## src/rtl/tutor_pkg.sv

```systemverilog
// Shared types for the TutorVHDL counter command driver: opcodes, FSM states,
// default width and MODE argument bit positions.
package tutor_pkg;

  localparam int W_DEFAULT = 4;

  localparam int MODE_SEL = 0;
  localparam int MODE_OE  = 1;
  localparam int MODE_LE  = 2;

  typedef enum logic [2:0] {
    OP_WAIT  = 3'd0,
    OP_CLEAR = 3'd1,
    OP_LOAD  = 3'd2,
    OP_UP    = 3'd3,
    OP_DOWN  = 3'd4,
    OP_LATCH = 3'd5,
    OP_MODE  = 3'd6,
    OP_READ  = 3'd7
  } op_e;

  typedef enum logic [1:0] {
    ST_IDLE   = 2'd0,
    ST_EXEC   = 2'd1,
    ST_SETTLE = 2'd2,
    ST_SAMPLE = 2'd3
  } state_e;

endpackage

```

## src/rtl/tutor_shadow_model.sv

```systemverilog
// Shadow copy of the counter and its transparent latch, updated from the pin
// values the driver is about to register, plus the expected-value mux.
module tutor_shadow_model
  import tutor_pkg::*;
#(
  parameter int W = W_DEFAULT
) (
  input  logic         clk,
  input  logic         rst,
  input  logic         clr,
  input  logic         ce,
  input  logic         load,
  input  logic         dir,
  input  logic         le,
  input  logic [W-1:0] data,
  input  logic         sel,
  output logic [W-1:0] exp_val
);

  logic [W-1:0] count_q, count_d;
  logic [W-1:0] latch_q, latch_d;

  function automatic logic [W-1:0] wrap_step(input logic [W-1:0] v, input logic up);
    return up ? v + W'(1) : v - W'(1);
  endfunction

  always_comb begin
    count_d = count_q;
    if (clr)       count_d = '0;
    else if (load) count_d = data;
    else if (ce)   count_d = wrap_step(count_q, dir);
    latch_d = le ? data : latch_q;
  end

  always_ff @(posedge clk) begin
    if (rst) begin
      count_q <= '0;
      latch_q <= '0;
    end else begin
      count_q <= count_d;
      latch_q <= latch_d;
    end
  end

  assign exp_val = sel ? latch_q : count_q;

endmodule

```

## src/rtl/tutor_cmd_driver.sv

```systemverilog
// Command-driven initiator for the 4-bit counter/latch/mux block: executes one
// command on the counter pins, waits, samples Q and returns one response.
module tutor_cmd_driver
  import tutor_pkg::*;
#(
  parameter int W      = W_DEFAULT,
  parameter int LEN_W  = 8,
  parameter int SETTLE = 2
) (
  input  logic             CLK,
  input  logic             CLR,
  input  logic             CMD_VALID,
  output logic             CMD_READY,
  input  logic [2:0]       CMD_OP,
  input  logic [W-1:0]     CMD_ARG,
  input  logic [LEN_W-1:0] CMD_LEN,
  output logic             RSP_VALID,
  output logic [W-1:0]     RSP_Q,
  output logic [W-1:0]     RSP_EXP,
  output logic             RSP_MATCH,
  output logic             RSP_HIZ,
  output logic             CNT_CLR,
  output logic             CNT_CE,
  output logic             CNT_LOAD,
  output logic             CNT_DIR,
  output logic             CNT_SEL,
  output logic             CNT_OE,
  output logic             CNT_LE,
  output logic [W-1:0]     CNT_DATA,
  input  logic [W-1:0]     CNT_Q
);

  localparam int SET_W = (SETTLE > 1) ? $clog2(SETTLE) : 1;

  state_e             state_q, state_d;
  op_e                op_q, op_d;
  logic [W-1:0]       arg_q, arg_d;
  logic [LEN_W-1:0]   rep_q, rep_d, n_cmd;
  logic [SET_W-1:0]   settle_q, settle_d;
  logic               ready_q, ready_d;
  logic               clr_q, clr_d, ce_q, ce_d, load_q, load_d;
  logic               dir_q, dir_d, sel_q, sel_d, oe_q, oe_d;
  logic               le_q, le_d, le_idle_q, le_idle_d;
  logic [W-1:0]       data_q, data_d;
  logic               rsp_valid_q, rsp_valid_d, rsp_match_q, rsp_match_d;
  logic               rsp_hiz_q, rsp_hiz_d;
  logic [W-1:0]       rsp_q_q, rsp_q_d, rsp_exp_q, rsp_exp_d;
  logic [W-1:0]       exp_val;

  always_comb begin
    n_cmd = CMD_LEN;
    case (op_e'(CMD_OP))
      OP_CLEAR:                   if (CMD_LEN == '0) n_cmd = LEN_W'(1);
      OP_LOAD, OP_LATCH, OP_MODE: n_cmd = LEN_W'(1);
      OP_READ:                    n_cmd = '0;
      default:                    ;
    endcase
  end

  always_comb begin
    state_d     = state_q;
    op_d        = op_q;
    arg_d       = arg_q;
    rep_d       = rep_q;
    settle_d    = settle_q;
    ready_d     = 1'b0;
    clr_d       = 1'b0;
    ce_d        = 1'b0;
    load_d      = 1'b0;
    dir_d       = dir_q;
    sel_d       = sel_q;
    oe_d        = oe_q;
    le_idle_d   = le_idle_q;
    le_d        = le_idle_q;
    data_d      = data_q;
    rsp_valid_d = 1'b0;
    rsp_match_d = rsp_match_q;
    rsp_hiz_d   = rsp_hiz_q;
    rsp_q_d     = rsp_q_q;
    rsp_exp_d   = rsp_exp_q;
    case (state_q)
      ST_IDLE: begin
        ready_d = 1'b1;
        if (CMD_VALID && ready_q) begin
          ready_d = 1'b0;
          op_d    = op_e'(CMD_OP);
          arg_d   = CMD_ARG;
          rep_d   = n_cmd;
          if (n_cmd == '0) begin
            state_d  = ST_SETTLE;
            settle_d = SET_W'(SETTLE - 1);
          end else begin
            state_d  = ST_EXEC;
          end
        end
      end
      ST_EXEC: begin
        case (op_q)
          OP_CLEAR: clr_d = 1'b1;
          OP_LOAD: begin
            data_d = arg_q;
            load_d = 1'b1;
            ce_d   = 1'b1;
          end
          OP_UP: begin
            ce_d  = 1'b1;
            dir_d = 1'b1;
          end
          OP_DOWN: begin
            ce_d  = 1'b1;
            dir_d = 1'b0;
          end
          OP_LATCH: begin
            data_d = arg_q;
            le_d   = 1'b1;
          end
          OP_MODE: begin
            sel_d     = arg_q[MODE_SEL];
            oe_d      = arg_q[MODE_OE];
            le_idle_d = arg_q[MODE_LE];
            le_d      = arg_q[MODE_LE];
          end
          default: ;
        endcase
        rep_d = rep_q - LEN_W'(1);
        if (rep_q == LEN_W'(1)) begin
          state_d  = ST_SETTLE;
          settle_d = SET_W'(SETTLE - 1);
        end
      end
      ST_SETTLE: begin
        if (settle_q == '0) state_d = ST_SAMPLE;
        else                settle_d = settle_q - SET_W'(1);
      end
      ST_SAMPLE: begin
        rsp_valid_d = 1'b1;
        rsp_q_d     = CNT_Q;
        rsp_exp_d   = exp_val;
        rsp_hiz_d   = !oe_q;
        rsp_match_d = oe_q && (CNT_Q == exp_val);
        ready_d     = 1'b1;
        state_d     = ST_IDLE;
      end
      default: state_d = ST_IDLE;
    endcase
  end

  always_ff @(posedge CLK) begin
    if (CLR) begin
      state_q     <= ST_IDLE;
      rep_q       <= '0;
      settle_q    <= '0;
      ready_q     <= 1'b0;
      clr_q       <= 1'b1;
      ce_q        <= 1'b0;
      load_q      <= 1'b0;
      dir_q       <= 1'b1;
      sel_q       <= 1'b0;
      oe_q        <= 1'b1;
      le_q        <= 1'b1;
      le_idle_q   <= 1'b1;
      data_q      <= '0;
      rsp_valid_q <= 1'b0;
      rsp_match_q <= 1'b0;
      rsp_hiz_q   <= 1'b0;
      rsp_q_q     <= '0;
      rsp_exp_q   <= '0;
    end else begin
      state_q     <= state_d;
      rep_q       <= rep_d;
      settle_q    <= settle_d;
      ready_q     <= ready_d;
      clr_q       <= clr_d;
      ce_q        <= ce_d;
      load_q      <= load_d;
      dir_q       <= dir_d;
      sel_q       <= sel_d;
      oe_q        <= oe_d;
      le_q        <= le_d;
      le_idle_q   <= le_idle_d;
      data_q      <= data_d;
      rsp_valid_q <= rsp_valid_d;
      rsp_match_q <= rsp_match_d;
      rsp_hiz_q   <= rsp_hiz_d;
      rsp_q_q     <= rsp_q_d;
      rsp_exp_q   <= rsp_exp_d;
    end
  end

  // Latched command fields are only read after acceptance, so they carry no reset.
  always_ff @(posedge CLK) begin
    op_q  <= op_d;
    arg_q <= arg_d;
  end

  tutor_shadow_model #(.W(W)) u_shadow (
    .clk     (CLK),
    .rst     (CLR),
    .clr     (clr_d),
    .ce      (ce_d),
    .load    (load_d),
    .dir     (dir_d),
    .le      (le_d),
    .data    (data_d),
    .sel     (sel_q),
    .exp_val (exp_val)
  );

  assign CMD_READY = ready_q;
  assign RSP_VALID = rsp_valid_q;
  assign RSP_Q     = rsp_q_q;
  assign RSP_EXP   = rsp_exp_q;
  assign RSP_MATCH = rsp_match_q;
  assign RSP_HIZ   = rsp_hiz_q;
  assign CNT_CLR   = clr_q;
  assign CNT_CE    = ce_q;
  assign CNT_LOAD  = load_q;
  assign CNT_DIR   = dir_q;
  assign CNT_SEL   = sel_q;
  assign CNT_OE    = oe_q;
  assign CNT_LE    = le_q;
  assign CNT_DATA  = data_q;

endmodule

```

## config.mk

```make
export PLATFORM = sky130hd
export DESIGN_NAME = tutor_cmd_driver
export DESIGN_NICKNAME = d
export VERILOG_FILES = /design/src/rtl/tutor_pkg.sv /design/src/rtl/tutor_shadow_model.sv /design/src/rtl/tutor_cmd_driver.sv
export SDC_FILE = /design/constraint.sdc
export NUM_CORES = 1
export LEC_CHECK = 0
export ABC_CLOCK_PERIOD_IN_PS = 2600
export CORE_ASPECT_RATIO = 1.5
export CORE_MARGIN = 1
export CORE_UTILIZATION = 35
export DETAILED_ROUTE_END_ITERATION = 8
export SETUP_SLACK_MARGIN = 0.02
export SLEW_MARGIN = 20
export SYNTH_ARGS = -nofsm -noshare
export SYNTH_HDL_FRONTEND = slang
export SYNTH_SLANG_ARGS = --single-unit
```

## constraint.sdc

```tcl
create_clock -name CLK -period 2.6 [get_ports CLK]
set_clock_uncertainty 0.05 [all_clocks]
set_input_delay 0.78 -clock CLK [delete_from_list [all_inputs] [get_ports CLK]]
set_output_delay 0.78 -clock CLK [all_outputs]
set_load 0.1 [all_outputs]
```

# Word level (Yosys, flattened, before mapping)
# Cells that the tools add are included.
# W data, S select, Z words.
# word_totals
regBits	50
input_bits	22
output_inout_bits	23
wordCells	97
# classes
add_sub_neg	4
n_eq_ne	20
mux	33
n_reduce_logical	18
# op_table
op	n
$mux W4	6
$pmux W8 S3	1
$eq A3 B3 Y1 const B	6
$logic_not A8 Y1	2
$mux W8	2
$pmux W8 S2	1
$mux W1	14
$eq A3 B2 Y1 const B	3
$eq A8 B1 Y1 const B	1
$mux W2	4
$ne A2 B2 Y1 const B	4
$pmux W2 S4	1
$sub A8 B1 Y8 const B	1
$eq A3 B1 Y1 const B	2
$pmux W1 S2	3
$reduce_and A2 Y1	3
$reduce_or A3 Y1	2
$add A4 B1 Y4 const B	1
$eq A2 B2 Y1 const B	2
$eq A4 B4 Y1	1
$reduce_and A4 Y1	1
$reduce_bool A2 Y1	2
$reduce_or A2 Y1	2
$sub A4 B1 Y4 const B	1
other kinds (8)	9

# Depth between registers and ports, before layout
# logic_depth
depth_word	7
ltp_mapped	11
mapped_depth_nobuf	11

# By module
# From an unflattened synthesis, not the netlist that was laid out.
# hier_totals
cells_unflattened	265
hier_area_um2	2558.7
# by_module_without_submodules
module	n_inst	cells_each	area_per_inst_um2	seq_area_each_um2
tutor_cmd_driver	1	216	2065.7	910.9
tutor_shadow_model	1	49	493.0	160.2

# Least setup slack after synthesis
# No wires, ideal clock.
# synth_path
path_type	register to register
start	reg dir_q, in the netlist CNT_DIR
end	reg u_shadow.count_q[3]
setup_time_ns	0.091
arrival_ns	2.597
t_required_ns	2.459
setup_slack_ns	-0.138
stages_incl_launch_ff	10
n_path_buf	0
period_less_slack_ns	2.738
cell_sequence	dfxtp_1 -> inv_1 -> a221oi_2 -> inv_1 -> ha_1 -> a21o_1 -> a21oi_1 -> xnor2_1 -> nor4_1 -> a311oi_1
# synth_between
elab_chain_len	5
# synth_rtl
item	line	text
start: declaration	tutor_cmd_driver.sv:42	logic dir_q, dir_d, sel_q, sel_d, oe_q, oe_d;
start signal: assignment	tutor_cmd_driver.sv:176	dir_q <= dir_d;
$pmux W1 S2	tutor_cmd_driver.sv:98	case (op_q)
$mux W1 *	tutor_cmd_driver.sv:81	case (state_q)
$mux W4 *	tutor_shadow_model.sv:24	return up ? v + W'(1) : v - W'(1);
$mux W4 *	tutor_shadow_model.sv:31	else if (ce) count_d = wrap_step(count_q, dir);
$mux W4 *	tutor_shadow_model.sv:30	else if (load) count_d = data;
end signal: assignment	tutor_shadow_model.sv:40	count_q <= count_d;
end: declaration	tutor_shadow_model.sv:20	logic [W-1:0] count_q, count_d;
# Every way passes the cells marked *; elsewhere a longest branch is shown, timed or not. The select of a mux whose other input is x is not followed.
# A chain may end at the register's enable or synchronous reset.

# Final worst setup path
# layout_path
start	reg state_q[1]
end	reg u_shadow.count_q[2]
# layout_between
elab_chain_len	5
elab_cells_between_ends	11
cone_classes	eq/ne (1); mux (8); reduce/logical (2)
# layout_rtl
item	line	text
start: declaration	tutor_cmd_driver.sv:35	state_e state_q, state_d;
start signal: assignment	tutor_cmd_driver.sv:169	state_q <= state_d;
$eq A2 B1 Y1 *	tutor_cmd_driver.sv:81	
$mux W1	tutor_cmd_driver.sv:81	
$mux W4	tutor_shadow_model.sv:24	
$mux W4	tutor_shadow_model.sv:31	
$mux W4	tutor_shadow_model.sv:30	
# Marked as above.

==> flow_summary.json <==
{
  "r2r_cells": 12,
  "cp-end-kind": "register",
  "drc": 2,
  "r2r_slack_ns": 0.20,
  "syn_area_um2": 2460,
  "track_usage_pct": 17.3,
  "ys_warn_count": 0,
  "yosysSeqAreaShare_pct": 43.5,
  "min_period_ns": 2.40,
  "die_w_um": 70.5,
  "pin_count": 45,
  "hold_viol": 0,
  "row_count": 37,
  "slew_headroom_pct": 56.9,
  "ctsHoldBuffers": 0,
  "place_hpwl_um": 4540,
  "core_region_area_um2": 6850,
  "ant_nets": 0,
  "postCtsSetupBuffers": 0,
  "regToRegEndpoint": "u_shadow.count_q[2]",
  "start_kind": "register",
  "min_path_cells": 2,
  "fin_util_pct": 45.5,
  "crit_type": "reg -> reg",
  "routed_wl_um": 5930,
  "finalNetCount": 342,
  "rr_startpoint": "state_q[1]",
  "critPathMaxFanout": 5,
  "ys_ff_latch": 50,
  "area_delta_synth_final_pct": 26.6,
  "netlist_instances": 254,
  "die_h_um": 105,
  "wl_per_cell_um": 15.2,
  "cp_slowest_cell": "fa_1",
  "failed_checks": "design-rule violations",
  "slew_viol_final": 0,
  "crit_chain": "inv_1 > ha_2 > and2_4 > a221oi_4 > inv_1 > buf_4 > fa_1 > xor2_1 > nor2_1 > a211oi_1 > a21oi_1 > nor2_1",
  "clockRootBuffer": "clkbuf_8",
  "drt_first_pass_iters": 6,
  "syn-num-nets": 286,
  "clk_pin_slew_ns": 0.10,
  "start_util_pct": 36.0,
  "slowest_delay_ns": 0.42,
  "drive_above_1_share_pct": 21.9,
  "drv_cap": 0,
  "fin_tns_setup_ns": 0,
  "cts_max_path_buffers": 2,
  "hold_ws_ns": 0.436,
  "grt_antenna_before_repair": 0,
  "multi_input_area_um2": 1300,
  "ir_drop_uv": 318,
  "cts_made_buffers": 5,
  "async_flop_share_pct": 0,
  "gp_congestion": 0.846,
  "seq_area_um2": 1070,
  "hold_class": "reg -> reg",
  "synth_top_flop_cell": "dfxtp_1",
  "hold_path_end": "RSP_MATCH",
  "critPathRequiredTime_ns": 2.73,
  "grt_pass1_wl_um": 10000,
  "drt_iter0_drc": 126,
  "cts_sinks": 50,
  "holdCritStartpoint": "RSP_MATCH",
  "htree_num_levels": 2,
  "worst_slew_pin_slew_ns": 0.642,
  "max_clock_freq_ghz": 0.417,
  "avgViaCountPerCell": 5.24,
  "rsz0062_at_grt": "false",
  "synth_edf_count": 7,
  "status": "finished with violations",
  "vias": 2037,
  "cts_tree": "yes",
  "clk_latency_ns": 0.30,
  "power.density_nw_per_um2": 793,
  "total_power_mw": 2.47,
  "leakagePower_nw": 1.25,
  "synth.avg_cell_area_um2": 9.70,
  "grt_pass1_vias": 2116,
  "dieArea_um2": 7390,
  "fillers": 671,
  "diodes": 0,
  "period_share_pct": 92.1,
  "synthDistinctLibCells": 56,
  "grt_overflow": 0,
  "grt_max_degree": 24,
  "io_buffers": 44,
  "arrival_ns": 2.53,
  "setup_viol": 0
}
## synth_stat cells, types with 3 or more instances
master / instances / area, µm²
mux2i_1: 14 / 140
o22a_1: 4 / 35.0
inv_1: 18 / 67.6
a21o_1: 4 / 30.0
ha_1: 9 / 113
a31oi_1: 5 / 31.3
nand3_1: 3 / 15.0
edfxtp_1: 7 / 210
a211oi_1: 9 / 67.6
a21oi_1: 13 / 65.1
xnor2_1: 5 / 43.8
o21ai_0: 6 / 30.0
dfxtp_1: 43 / 861
nor2b_1: 5 / 31.3
clkbuf_1: 5 / 18.8
nor3_1: 7 / 35.0
and3_1: 3 / 18.8
nand2_1: 13 / 48.8
nor2_1: 33 / 124
## cells in the final DEF (no fill, tap or decap), types with 2 or more instances in the layout
| cell type | Yosys | final |
|---|---|---|
| nand2b_1 | 2 | 2 |
| xnor2_1 | 5 | 5 |
| buf_4 | 1 | 37 |
| a311oi_1 | 2 | 2 |
| a22o_1 | 2 | 2 |
| a22oi_1 | 2 | 2 |
| o2bb2ai_1 | 2 | 2 |
| a21oi_2 | 1 | 2 |
| a211oi_1 | 9 | 9 |
| o22a_1 | 4 | 4 |
| a31oi_1 | 5 | 5 |
| mux2i_1 | 14 | 14 |
| nor3_1 | 7 | 7 |
| a21o_1 | 4 | 4 |
| o21ai_0 | 6 | 6 |
| inv_1 | 18 | 18 |
| clkdlybuf4s50_1 | 0 | 21 |
| and3_1 | 3 | 3 |
| nor2_1 | 33 | 33 |
| nor2b_1 | 5 | 5 |
| clkbuf_8 | 0 | 5 |
| nand3_1 | 3 | 3 |
| dfxtp_1 | 43 | 41 |
| ha_1 | 9 | 8 |
| dfxtp_2 | 0 | 2 |
| a32o_1 | 2 | 2 |
| xor2_1 | 2 | 2 |
| edfxtp_1 | 7 | 7 |
| nand2_1 | 13 | 13 |
| a21oi_1 | 13 | 12 |
| a221oi_1 | 2 | 2 |
| nor3b_2 | 2 | 2 |
## routing by layer
layer | track usage [%] | up-vias | part of all wire (%)
li1 | - | 1032 | -
met1 | 18.0 | 955 | 39
met2 | 32.2 | 37 | 56
met3 | 2.80 | 13 | 2.7
met4 | 9.33 | 0 | 2.1
met5 | 0 | - | 0
## cell families (layout without fill, tap and decap cells)
kind of cell | Yosys count | count (layout) | share of synthesized area, %
AND/OR/NAND/NOR | 79 | 79 | 17.0
AO/OA/AOI/OAI | 66 | 66 | 21.2
flip-flops | 50 | 50 | 43.5
buffers and inverters | 27 | 84 | 4.37
multiplexers | 15 | 15 | 6.15
adder cells (fa/ha/maj) | 10 | 10 | 5.38
XOR/XNOR | 7 | 7 | 2.49
## how the worst max path moves through the flow
stage                from                   to  slack, ns
2_1_floorplan  state_q[1]  u_shadow.count_q[3]       0.19
3_3_place_gp   CMD_LEN[5]             settle_q       0.07
3_5_place_dp   CMD_LEN[5]             settle_q       0.02
4_1_cts        state_q[1]  u_shadow.count_q[2]       0.07
5_1_grt        state_q[1]  u_shadow.count_q[2]       0.02
6_report       state_q[1]  u_shadow.count_q[2]       0.20
## cell type report
| cell class | count | area share [%] |
|---|---|---|
| inverter | 18 | 2.17 |
| multi-input combinational | 177 | 41.8 |
| clock inverter | 3 | 0.682 |
| clock buffer | 5 | 2.21 |
| sequential | 50 | 34.4 |
| tap | 78 | 3.13 |
| timing repair buffer | 58 | 15.6 |
## report_power, final
part           switching [mW]  internal [mW]  total [mW]
sequential             0.0867          0.888       0.975
combinational           0.666          0.370        1.04
clock                   0.274          0.190       0.464
total                    1.03           1.45        2.47
## sequential cells by signal, indices dropped and copies added (netlist names), 2 cells and up
| name | flops |
|---|---|
| RSP_EXP | 4 |
| rep_q | 8 |
| u_shadow.count_q | 4 |
| arg_q | 4 |
| op_q | 3 |
| u_shadow.latch_q | 4 |
| RSP_Q | 4 |
| state_q | 2 |
| CNT_DATA | 4 |
## per-stage QoR
step	area (µm²)	std cells	setup WS (ns)
after detailed placement	3010	381	0.0227
final	3120	389	0.204
after global routing	3120	389	0.0239
after CTS	3100	389	0.0671
after global placement	3010	381	0.0684
after floorplan	2460	254	0.192
## worst max-delay path, delay by kind of cell, from the launching register on
| kind | cells | cell delay [ns] |
|---|---|---|
| AOI/OAI and AO/OA | 3 | 0.45 |
| buffers and inverters | 3 | 0.32 |
| adders and majority gates | 2 | 0.62 |
| DFF | 1 | 0.36 |
| xor gates and xnor gates | 1 | 0.17 |
| and+or+nand+nor | 3 | 0.31 |
## timing repair
| action | 4_1_cts | 5_1_grt |
|---|---|---|
| resized for setup | 0 | 4 |
| hold endpoints to repair | 0 | 0 |
| setup endpoints to repair | 0 | 2 |
No activity file was read; power rests on OpenSTA's default activity.
